==> src/rtl/pb_debounce.sv <==
`default_nettype none
// ============================================================================
// Module   : pb_debounce
// Purpose  : Push-button synchroniser/debouncer with press/release strobes,
//            optional auto-repeat (PB_AUTOREPEAT_EN) and a 4-bit press counter.
// Revision : 1.0
// ============================================================================
module pb_debounce #(
    parameter int N_BTN           = 2,
    parameter int DEBOUNCE_CYCLES = 50000,
    parameter int REPEAT_DELAY    = 25000000,
    parameter int REPEAT_RATE     = 5000000
) (
    input  logic             clk,
    input  logic             rst,
    input  logic [N_BTN-1:0] pb_raw,
    output logic [N_BTN-1:0] btn_level,
    output logic [N_BTN-1:0] btn_press,
    output logic [N_BTN-1:0] btn_release,
    output logic [3:0]       press_count
);

    localparam int                 c_CNT_W   = $clog2(DEBOUNCE_CYCLES);
    localparam logic [c_CNT_W-1:0] c_CNT_MAX = c_CNT_W'(DEBOUNCE_CYCLES - 1);
    localparam logic [c_CNT_W-1:0] c_CNT_ONE = c_CNT_W'(1);

`ifdef PB_AUTOREPEAT_EN
    localparam int                 c_RPT_TOP   = (REPEAT_DELAY > REPEAT_RATE) ? REPEAT_DELAY : REPEAT_RATE;
    localparam int                 c_RPT_W     = $clog2(c_RPT_TOP + 1);
    localparam logic [c_RPT_W-1:0] c_DELAY_MAX = c_RPT_W'(REPEAT_DELAY - 1);
    localparam logic [c_RPT_W-1:0] c_RATE_MAX  = c_RPT_W'(REPEAT_RATE - 1);
    localparam logic [c_RPT_W-1:0] c_RPT_ONE   = c_RPT_W'(1);
`endif

    typedef enum logic [1:0] {
        ST_UP     = 2'd0,
        ST_DOWN   = 2'd1,
        ST_REPEAT = 2'd2
    } state_t;

    logic [N_BTN-1:0] w_level;
    logic [N_BTN-1:0] w_press;
    logic [N_BTN-1:0] w_release;

    genvar gi;
    generate
        for (gi = 0; gi < N_BTN; gi++) begin : g_btn
            logic               r_sync1;
            logic               r_sync2;
            logic [c_CNT_W-1:0] r_cnt;
            state_t             r_state;
            logic               r_level;
            logic               r_press;
            logic               r_release;
            logic               w_differ;
            logic               w_flip;
`ifdef PB_AUTOREPEAT_EN
            logic [c_RPT_W-1:0] r_rpt;
`endif

            assign w_differ = r_sync2 ^ r_level;
            assign w_flip   = w_differ && (r_cnt == c_CNT_MAX);

            always_ff @(posedge clk) begin
                if (rst) begin
                    r_sync1 <= 1'b0;
                    r_sync2 <= 1'b0;
                end else begin
                    r_sync1 <= pb_raw[gi];
                    r_sync2 <= r_sync1;
                end
            end

            // Counts consecutive cycles of disagreement; any agreeing cycle restarts the run.
            always_ff @(posedge clk) begin
                if (rst || !w_differ || w_flip) begin
                    r_cnt <= '0;
                end else begin
                    r_cnt <= r_cnt + c_CNT_ONE;
                end
            end

            always_ff @(posedge clk) begin
                if (rst) begin
                    r_state   <= ST_UP;
                    r_level   <= 1'b0;
                    r_press   <= 1'b0;
                    r_release <= 1'b0;
`ifdef PB_AUTOREPEAT_EN
                    r_rpt     <= '0;
`endif
                end else begin
                    r_press   <= 1'b0;
                    r_release <= 1'b0;
                    case (r_state)
                        ST_UP: begin
                            if (w_flip) begin
                                r_state <= ST_DOWN;
                                r_level <= 1'b1;
                                r_press <= 1'b1;
`ifdef PB_AUTOREPEAT_EN
                                r_rpt   <= '0;
`endif
                            end
                        end
                        ST_DOWN: begin
                            // A debounced release always wins over a coincident repeat tick.
                            if (w_flip) begin
                                r_state   <= ST_UP;
                                r_level   <= 1'b0;
                                r_release <= 1'b1;
`ifdef PB_AUTOREPEAT_EN
                            end else if (r_rpt == c_DELAY_MAX) begin
                                r_state <= ST_REPEAT;
                                r_press <= 1'b1;
                                r_rpt   <= '0;
                            end else begin
                                r_rpt <= r_rpt + c_RPT_ONE;
`endif
                            end
                        end
`ifdef PB_AUTOREPEAT_EN
                        ST_REPEAT: begin
                            if (w_flip) begin
                                r_state   <= ST_UP;
                                r_level   <= 1'b0;
                                r_release <= 1'b1;
                            end else if (r_rpt == c_RATE_MAX) begin
                                r_press <= 1'b1;
                                r_rpt   <= '0;
                            end else begin
                                r_rpt <= r_rpt + c_RPT_ONE;
                            end
                        end
`endif
                        default: begin
                            r_state <= ST_UP;
                            r_level <= 1'b0;
                        end
                    endcase
                end
            end

            assign w_level[gi]   = r_level;
            assign w_press[gi]   = r_press;
            assign w_release[gi] = r_release;
        end
    endgenerate

    logic [3:0] r_press_count;

    always_ff @(posedge clk) begin
        if (rst) begin
            r_press_count <= 4'd0;
        end else if (w_press[0]) begin
            r_press_count <= r_press_count + 4'd1;
        end
    end

    assign btn_level   = w_level;
    assign btn_press   = w_press;
    assign btn_release = w_release;
    assign press_count = r_press_count;

endmodule
`default_nettype wire

==> config.mk <==
export PLATFORM = sky130hd
export DESIGN_NAME = pb_debounce
export DESIGN_NICKNAME = d
export VERILOG_FILES = /design/src/rtl/pb_debounce.sv
export SDC_FILE = /design/constraint.sdc
export NUM_CORES = 1
export LEC_CHECK = 0
export CAP_MARGIN = 20
export CORE_ASPECT_RATIO = 1.25
export CORE_MARGIN = 4
export CORE_UTILIZATION = 50
export DETAILED_ROUTE_END_ITERATION = 12
export PLACE_DENSITY = 0.7
export SYNTH_ARGS = -nofsm -noshare
export SYNTH_HDL_FRONTEND = slang
export SYNTH_SLANG_ARGS = --single-unit
==> constraint.sdc <==
create_clock -name clk -period 2.47 [get_ports clk]
set_input_delay 0.3705 -clock clk [delete_from_list [all_inputs] [get_ports clk]]
set_output_delay 0.3705 -clock clk [all_outputs]
set_load 0.03 [all_outputs]
==> out/metrics.yaml <==
outcome:
  status: "complete, no violations"
clocking:
  cts.repair.resized: 0
  post-cts-setup-buffers: 0
  tritoncts: "done"
  h-tree-depth: 2
  cts_buffers: 5
  clockBufferDepth: 2
  root_buffer: "clkbuf_8"
  clkTransAtPathRegs_ns: 0.08
  clkLatencyLatePin_ns: 0.29
  ctsHoldBuffers: 0
  clock-sinks: 46
synth:
  synth_cell_type_count: 27
  synth_most_common_cell: "dfxtp_1"
  synth_area_leaders: "dfxtp_1 48%, xnor2_1 10%, nor2_1 7.4%"
  synth-edff-count: 0
  async_reset_ff_frac: 0
  post-synth-top-area-fraction: 0.479
  syn_inst: 210
  syn-num-nets: 217
  synth_seq_area_share: 0.479
  ys_ff_latch: 46
  synthTopCellsByCount: "46 x dfxtp_1, 38 x nor2_1, 22 x xnor2_1, 13 x nand3_1, 11 x nor4_1"
  yosys_warnings: 0
  synth_top_area_cell: "dfxtp_1"
  synth_top_flop_cell: "dfxtp_1"
  syn_area_per_cell_um2: 9.15
  syn_area_um2: 1920
sta:
  grt_setup_unrepaired: "false"
  setup_viol: 0
  min_period_ns: 2.18
  fmax_mhz: 458
  setup_ws_ns: 0.288
  fin_crit_sh: 0.884
  hold_viol: 0
  setup_tns_ns: 0
  finClkSkew_ns: 0.00324
  drv_slew: 0
  holdWs_ns: 0.442
  worst_slew_pin_slew_ns: 0.587
  slew_headroom: 0.609
finish:
  fillers: 325
  stdcell_area_um2: 2140
  n_antenna_cell: 0
  finalNetCount: 229
  syn2layout_area_growth_pct: 11.3
  stdcell_count: 262
  fin_util: 0.593
  drive_above_1_share: 0.0628
floorplan:
  core_um2: 3600
  fp.dieH_um: 77.3
  rows: 24
  ios: 14
  start_util: 0.533
  die_w_um: 63.4
  die_area_um2: 4900
power:
  power_mw: 1.22
  irDropWorstVdd_mv: 0.349
  powerDensity_nw_per_um2: 571
  leakage_nw: 0.667
global_routing:
  grt_usage: 0.155
  grt_pass1_vias: 1410
  grt_pass1_wl_mm: 6.03
  grt_antenna_before_repair: 0
  grt_max_degree: 16
  grt_overflow: 0
setup_path:
  crit_arrival_ns: 2.34
  worst_setup_path_end_kind: "register"
  critPathLaunchType: "register"
  worst-setup-path-type: "register to register"
  worst_ep_required_time_ns: 2.63
  cp_max_fo: 15
placement:
  port_buffers: 13
  hpwl_mm: 2.47
  place_inst: 254
  dpl_cell_area_um2: 2050
  gp_congestion: 0.806
  detailedPlace.worstSlack_ns: 0.296
routing:
  vias: 1430
  vias_per_cell: 5.46
  drt_iter0_markers: 78
  drc: 0
  wl_per_cell_um: 12.6
  drtPass1Iterations: 4
  detail-route-antenna-nets: 0
  wl_mm: 3.31
worst_hold_path:
  hold_path.class: "register to register"
run:
  drv_cap: 0
[report_power, final]
part	internal [mW]	leakage, nW	switching, mW	total, mW
Clock	0.226	0.0482	0.229	0.455
Combinational	0.00848	0.248	0.00976	0.0182
Sequential	0.745	0.371	0.00231	0.747
[kinds of logic after synthesis]
kind of cell / after synthesis / synth area share
adder cells (fa/ha/maj): 3 / 0.0195
AND/OR/NAND/NOR: 107 / 0.285
AO/OA/AOI/OAI: 6 / 0.0195
XOR/XNOR: 31 / 0.141
flip-flops: 46 / 0.479
buffers and inverters: 15 / 0.0449
multiplexers: 2 / 0.0104
[cell type report]
cell class                      instances  area, µm²  share of cell area
Sequential cell                        46        921               0.431
Multi-Input combinational cell        149        913               0.427
Timing Repair Buffer                   15        145              0.0679
Clock buffer                            7       86.3              0.0404
Tap cell                               39       48.8              0.0228
Inverter                                5       18.8             0.00878
Clock inverter                          1       5.00             0.00234
[registers in the layout, summed over array words and instances, names as in the netlist]
name / flops
g_btn.r_press: 2
g_btn.r_level: 2
g_btn.r_release: 2
g_btn.r_cnt: 32
press_count: 4
g_btn.r_sync2: 2
g_btn.r_sync1: 2
[worst max-delay path: stages, from the launching register on]
cell	delay, ns
dfxtp_1	0.35
or4_4	0.55
or4_4	0.53
o21ai_2	0.49
nor2_1	0.12
[final timing paths]
check | slack (ns) | start | endpoint | depth (start not counted)
max reg2reg | 0.29 | g_btn[1].r_cnt[7]$_SDFF_PP0_ | g_btn[1].r_cnt[10]$_SDFF_PP0_ | 4
min reg2reg | 0.44 | g_btn[0].r_sync1$_SDFF_PP0_ | g_btn[0].r_sync2$_SDFF_PP0_ | 1
min | 0.44 | g_btn[0].r_sync1$_SDFF_PP0_ | g_btn[0].r_sync2$_SDFF_PP0_ | 1
max | 0.29 | g_btn[1].r_cnt[7]$_SDFF_PP0_ | g_btn[1].r_cnt[10]$_SDFF_PP0_ | 4
[cell usage in the layout, fill, tap and decap left out, types with 2 or more instances in the layout]
master            n
dfxtp_1          46
nor4_1           11
and3_1            4
nand2b_1          2
nor3_1           10
xor2_1            9
nor2_1           38
mux2i_1           2
clkdlybuf4s50_1  13
ha_1              3
xnor2_1          22
nor4b_1           2
nand3_1          13
or4_4             2
a21oi_1           3
nand4_1          10
nor2b_1           4
inv_1             5
buf_4             2
nand2_1           8
clkbuf_8          6
[layer usage]
metal  wire length [µm]  part of all wire  track usage
met5                  0                 0            0
met4                 75             0.023       0.0821
met3                 97             0.029       0.0497
met1               1360              0.41        0.158
met2               1780              0.54        0.277
Note: power is estimated with default switching activity, not from simulation.
